==> config.mk <==
export PLATFORM = sky130hd
export DESIGN_NAME = transchroma_pipe
export DESIGN_NICKNAME = d
export VERILOG_FILES = /design/src/rtl/transchroma_pkg.sv /design/src/rtl/transchroma_pipe_fp_mult_sat.sv /design/src/rtl/transchroma_pipe.sv
export SDC_FILE = /design/constraint.sdc
export NUM_CORES = 1
export LEC_CHECK = 0
export BUFFER_PORTS_ARGS = -buffer_cell sky130_fd_sc_hd__buf_2
export CAP_MARGIN = 10
export CORE_MARGIN = 1.5
export CORE_UTILIZATION = 58
export CTS_CLUSTER_SIZE = 12
export DETAILED_ROUTE_END_ITERATION = 12
export GPL_ROUTABILITY_DRIVEN = 0
export PLACE_DENSITY_LB_ADDON = 0.12
export RECOVER_POWER = 50
export SYNTH_ARGS = -nofsm -noshare
export SYNTH_HDL_FRONTEND = slang
export SYNTH_SLANG_ARGS = --single-unit
==> constraint.sdc <==
create_clock -name clk -period 7.75 [get_ports clk]
set_input_delay 1.1625 -clock clk [delete_from_list [all_inputs] [get_ports clk]]
set_output_delay 1.1625 -clock clk [all_outputs]
set_load 0.02 [all_outputs]
==> src/rtl/transchroma_pkg.sv <==
// Shared constants and types for the Cb/Cr nonlinear chroma transform pipe.
// Fixed-point values are signed Q.FRAC; the channel tag travels with each pixel.
package transchroma_pkg;

   localparam int DEF_FP_W  = 24;
   localparam int DEF_FRAC  = 10;
   localparam int DEF_OUT_W = 20;

   // Luma band in which chroma is passed through untouched.
   localparam int DEF_K_L = 125;
   localparam int DEF_K_H = 188;

   typedef enum logic {
      CH_CB = 1'b0,
      CH_CR = 1'b1
   } chan_e;

   function automatic int to_fp(input int v);
      return v <<< DEF_FRAC;
   endfunction

   localparam int DEF_MEAN_KH_CB = to_fp(108);
   localparam int DEF_MEAN_KH_CR = to_fp(154);

   // Per-pixel side-band carried down the pipe alongside the arithmetic.
   typedef struct packed {
      chan_e      sel;
      logic       pass;
      logic [7:0] c;
   } ctl_t;

endpackage

==> src/rtl/transchroma_pipe_fp_mult_sat.sv <==
// Signed fixed-point multiply: full-width product, arithmetic shift by FRAC,
// then either truncation (SAT = 0) or clamping (SAT = 1) back to W bits.
module fp_mult_sat #(
   parameter int W    = 24,
   parameter int FRAC = 10,
   parameter bit SAT  = 1'b0
) (
   input  logic signed [W-1:0] a,
   input  logic signed [W-1:0] b,
   output logic signed [W-1:0] p
);

   localparam int PW = 2 * W;
   localparam logic signed [W-1:0] P_MAX = {1'b0, {(W-1){1'b1}}};
   localparam logic signed [W-1:0] P_MIN = {1'b1, {(W-1){1'b0}}};

   logic signed [PW-1:0] prod;
   logic signed [PW-1:0] shifted;
   logic                 fits;

   // NOTE: every variable written here gets a value before any branch, so no latch can be inferred.
   always_comb begin
      prod    = PW'(a) * PW'(b);
      shifted = prod >>> FRAC;
      fits    = (&shifted[PW-1:W-1]) || !(|shifted[PW-1:W-1]);
      p       = shifted[W-1:0];
      if (SAT && !fits) begin
         p = shifted[PW-1] ? P_MIN : P_MAX;
      end
   end

endmodule

==> src/rtl/transchroma_pipe.sv <==
// Six-register chroma transform pipe (S0..S5) shared by Cb and Cr, with a
// global stall, external mean/width LUT port, bypass band and output clamp.
module transchroma_pipe
   import transchroma_pkg::*;
#(
   parameter int FP_W       = DEF_FP_W,
   parameter int FRAC       = DEF_FRAC,
   parameter int OUT_W      = DEF_OUT_W,
   parameter int K_L        = DEF_K_L,
   parameter int K_H        = DEF_K_H,
   parameter int MEAN_KH_CB = DEF_MEAN_KH_CB,
   parameter int MEAN_KH_CR = DEF_MEAN_KH_CR
) (
   input  logic                   clk,
   input  logic                   rst_n,
   input  logic                   in_valid,
   output logic                   in_ready,
   input  logic [7:0]             in_y,
   input  logic [7:0]             in_c,
   input  logic                   in_sel,
   input  logic                   cfg_bypass,
   output logic [7:0]             lut_y,
   output logic                   lut_sel,
   input  logic signed [FP_W-1:0] lut_mean,
   input  logic signed [FP_W-1:0] lut_width,
   output logic                   out_valid,
   input  logic                   out_ready,
   output logic [OUT_W-1:0]       out_data,
   output logic                   out_sel
);

   localparam logic [7:0]             K_L8    = 8'(K_L);
   localparam logic [7:0]             K_H8    = 8'(K_H);
   localparam logic signed [FP_W-1:0] CTR_CB  = FP_W'(MEAN_KH_CB);
   localparam logic signed [FP_W-1:0] CTR_CR  = FP_W'(MEAN_KH_CR);
   localparam logic signed [FP_W-1:0] R_MAX   = FP_W'(255 << FRAC);
   localparam logic [OUT_W-1:0]       OUT_MAX = OUT_W'(255 << FRAC);

   function automatic logic signed [FP_W-1:0] chroma_fp(input logic [7:0] c);
      logic [FP_W-1:0] v;
      v = '0;
      v[FRAC +: 8] = c;
      return signed'(v);
   endfunction

   logic                   en;
   logic [4:0]             vld;
   logic [7:0]             y0;
   ctl_t                   s0, s1, s2, s3, s4;
   logic                   in_band0;
   logic signed [FP_W-1:0] mean1, width1;
   logic signed [FP_W-1:0] d2, width2;
   logic signed [FP_W-1:0] prod3, p3;
   logic signed [FP_W-1:0] a4;
   logic signed [FP_W-1:0] r5;
   logic [OUT_W-1:0]       sat5;

   assign en       = !out_valid || out_ready;
   assign in_ready = en && rst_n;
   assign lut_y    = y0;
   assign lut_sel  = s0.sel;
   assign in_band0 = (y0 >= K_L8) && (y0 <= K_H8);

   fp_mult_sat #(
      .W    (FP_W),
      .FRAC (FRAC),
      .SAT  (1'b0)
   ) u_mult (
      .a (d2),
      .b (width2),
      .p (prod3)
   );

   always_comb begin
      r5   = s4.pass ? chroma_fp(s4.c) : a4;
      sat5 = r5[OUT_W-1:0];
      if (r5 < 0) begin
         sat5 = '0;
      end else if (r5 > R_MAX) begin
         sat5 = OUT_MAX;
      end
   end

   // NOTE: sequential state uses non-blocking assignments so every stage samples its predecessor's old value.
   always_ff @(posedge clk) begin
      if (!rst_n) begin
         vld       <= '0;
         out_valid <= 1'b0;
         out_data  <= '0;
         out_sel   <= 1'b0;
      end else if (en) begin
         vld       <= {vld[3:0], in_valid && in_ready};
         out_valid <= vld[4];
         out_data  <= sat5;
         out_sel   <= s4.sel;
      end
   end

   // NOTE: datapath registers carry no reset; the valid chain alone decides what reaches the output.
   always_ff @(posedge clk) begin
      if (en) begin
         // S0 holds cfg_bypass in the pass field until the band test in S1.
         y0     <= in_y;
         s0     <= '{sel: chan_e'(in_sel), pass: cfg_bypass, c: in_c};

         s1     <= '{sel: s0.sel, pass: s0.pass || in_band0, c: s0.c};
         mean1  <= lut_mean;
         width1 <= lut_width;

         s2     <= s1;
         d2     <= chroma_fp(s1.c) - mean1;
         width2 <= width1;

         s3     <= s2;
         p3     <= prod3;

         s4     <= s3;
         a4     <= p3 + ((s3.sel == CH_CR) ? CTR_CR : CTR_CB);
      end
   end

endmodule
==> metrics.md <==
| Metric | Value |
|---|---|
| Synth Register Bits | 229 |
| Critical Path Sink | p3[18] |
| Setup TNS | 0 ns |
| Post-synthesis simple-gate area fraction | around 14% |
| Port Buffers | 101 |
| Main combinational cell family by area after synthesis | adder cells |
| Setup Viol. Count Final | 0 |
| Share of layout cells above drive strength 1 | 7.83% |
| Worst-margin pin slew | around 4.5 ns |
| First-pass GRT wire length | 83,100 um |
| Final Critical Period | 7.21 ns |
| Most instantiated cells after synthesis | inv_1, fa_1, and2_1 |
| Worst path slowest cell | edfxtp_1 |
| Critical Path RT | 8.04 ns |
| RSZ-0062 raised after global routing | no |
| Yosys top cell area share | about a third |
| CTS Root Cell | clkbuf_16 |
| Post-synthesis compound-gate area fraction | 3.23% |
| Largest net degree at the start of global routing | 128 |
| Core area | ~40,000 um2 |
| Synth area leader | fa_1 |
| Worst min path class | flip-flop to flip-flop |
| Max Buffers Root-to-Sink | 3 |
| Fin Clk Skew | 0.0161 ns |
| Max Freq | 0.139 GHz |
| CP peak stage delay | around 0.95 ns |
| Die width | roughly 210 um |
| Total CTS buffers | 25 |
| Post-cts repair resize count | 0 |
| Post-Syn Area | 23,700 um2 |
| Hold Vio Cnt, Final | 0 |
| Async SR Flop Fraction | 0% |
| Initial core utilization | 59.2% |
| Rows | 73 |
| Reg2reg setup slack | approximately 0.54 ns |
| Multiplexer share of the synthesized area | less than 1% |
| Ant. Diodes | 0 |
| Fin nets | between 2,000 and 3,000 |
| Initial DRC Count | 968 |
| Status | finished, violations left |
| Crit path cell chain | nand2_1 -> fa_1 -> fa_1 -> fa_1 -> inv_1 -> fa_1 -> inv_1 -> fa_1 -> inv_1 -> fa_1 -> inv_1 -> fa_1 -> inv_1 -> ha_1 -> a21o_1 -> a21o_1 -> a31o_2 -> o211a_1 -> a311o_1 -> a211oi_1 -> nor2_1 |
| WP data arrival | 7.49 ns |
| GRT Residual Overflow | 0 |
| DR vias | 14,600 |
| Final period util | 93.0% |
| MaxCap Viol Count | 1 |
| Kind of end point of the critical path | flip-flop |
| Worst-path fanout max | 24 |
| Failing checks | max-capacitance violations, max-slew violations |
| Total track usage | 26.0% |
| Post-synth cell types | 55 |
| Initial antenna violation count | 4 |
| Clk_lat worst skew | 0.54 ns |
| H-tree levels | 1 |
| ANT nets after route | 0 |
| Register area share after synthesis | 27.9% |
| CTS tree | yes |
| Setup crit start kind | flip-flop |
| DRT Wirelength | 51,000 um |
| CTS Hold Buffers Added | 0 |
| Main area contributors after synthesis | fa_1, edfxtp_1, inv_1, and2_1, ha_1 |
| Worst-case reg-to-reg path depth | 21 |
| Top_reg_cell synth | edfxtp_1 |
| Drt drc | 0 |
| Yosys warns | 0 |
| Post-Synth XOR/XNOR Area | 3.18% |
| Setup bufs post-CTS | 0 |
| Syn_nets | 2,812 |
| Setup crit start | width2[5] |
| Worst R2R Start | width2[5] |
| Area delta synth->final | 7.51% |
| Worst rel slew slack | -203% |
| Wirelength per Cell | about 18 um |
| Kind of critical path | flip-flop to flip-flop |
| CTS Sinks | approximately 230 |
| Post-detail-place hpwl | roughly 42,000 um |
| Worst-path clk slew | 0.06 ns |
| FF-to-FF End | p3[18] |
| Slew Limit Fails | 128 |
| # IOs | 102 |
| Mapped Avg Cell Area | 10.8 um2 |
| Full die area | 42,100 um2 |
| CP dominant cell by count | fa_1 |
| Post-synth EDFFs | slightly above 200 |
| Post-Syn Instances | 2,194 |
| Vias in the first global route | 16,000 |
| Die height | 205 um |
| Post-Synth Adder-Cell Area | 42.2% |
| Via density | 5.23 |
| Most frequent cell after synthesis | inv_1 |
| Drt first pass iters | 5 |
## sequential cells by signal, indices dropped and copies added (netlist names)
register / flops
a4: 24
d2: 24
lut_sel: 1
lut_y: 8
mean1: 24
out_data: 20
out_sel: 1
out_valid: 1
p3: 24
s0: 9
s1: 10
s2: 10
s3: 10
s4: 10
vld: 5
width1: 24
width2: 24
## worst min-delay path by stage
stage | start | to | cells after the start
6_report | width1[9] | width2[9] | 0
5_1_grt | s3[1] | s4[1] | 0
4_1_cts | s0[0] | s1[0] | 0
2_1_floorplan | p3[0] | a4[0] | 0
3_5_place_dp | p3[0] | a4[0] | 0
3_3_place_gp | s0[3] | s1[3] | 0
## worst max-delay path: cells and delay by family, from the launching register on
kind / cells / cell delay (ns)
AOI/OAI and AO/OA: 6 / 1.58
adders and majority gates: 8 / 3.87
buffers and inverters: 5 / 0.27
DFF: 1 / 0.95
and+or+nand+nor: 2 / 0.26
## cells in the final DEF (no fill, tap or decap), types with 25 or more instances in the layout
master | Yosys | routed
inv_1 | 498 | 499
fa_1 | 418 | 418
and2_1 | 273 | 273
nand2_1 | 239 | 239
edfxtp_1 | 202 | 202
ha_1 | 130 | 130
buf_2 | 1 | 101
xnor2_1 | 63 | 63
nor2_1 | 35 | 35
dfxtp_1 | 27 | 27
clkbuf_16 | 0 | 25
buf_4 | 0 | 25
## per-stage QoR
| step | cell area (um2) | setup slack (ns) | std cells | util (%) | hold slack, ns |
|---|---|---|---|---|---|
| global placement | 24700 | 0.728 | 2759 | 61.8 | 0.401 |
| floorplan | 23700 | 1.11 | 2194 | - | 0.400 |
| finish | 25500 | 0.544 | 2799 | 63.6 | 0.415 |
| CTS | 25500 | 0.603 | 2799 | 63.7 | 0.418 |
| global route | 25500 | 0.147 | 2799 | 63.6 | 0.421 |
| detailed placement | 24700 | 0.607 | 2759 | 61.8 | 0.405 |
## metal layers
metal | track usage, % | vias to the layer above | wire length, um
li1 | - | 6735 | -
met1 | 34.4 | 7386 | 21700
met2 | 43.4 | 412 | 24400
met3 | 5.19 | 91 | 3250
met4 | 8.16 | 4 | 1620
met5 | 0 | - | 27
## area by class of cell
class	count	area, um2
Clock buffer	35	693
Timing Repair Buffer	127	697
Inverter	499	1870
Fill cell	3249	14500
Clock inverter	5	76.3
Tap cell	525	657
Sequential cell	229	6610
Multi-Input combinational cell	1379	14900
## kinds of logic after synthesis
group                    after synthesis
XOR/XNOR                              86
multiplexers                           8
flip-flops                           229
AO/OA/AOI/OAI                        110
adder cells (fa/ha/maj)              548
AND/OR/NAND/NOR                      627
buffers and inverters                586
Power is not shown: default switching activity piles up to over one toggle a cycle in this logic, so the estimate is an artifact.
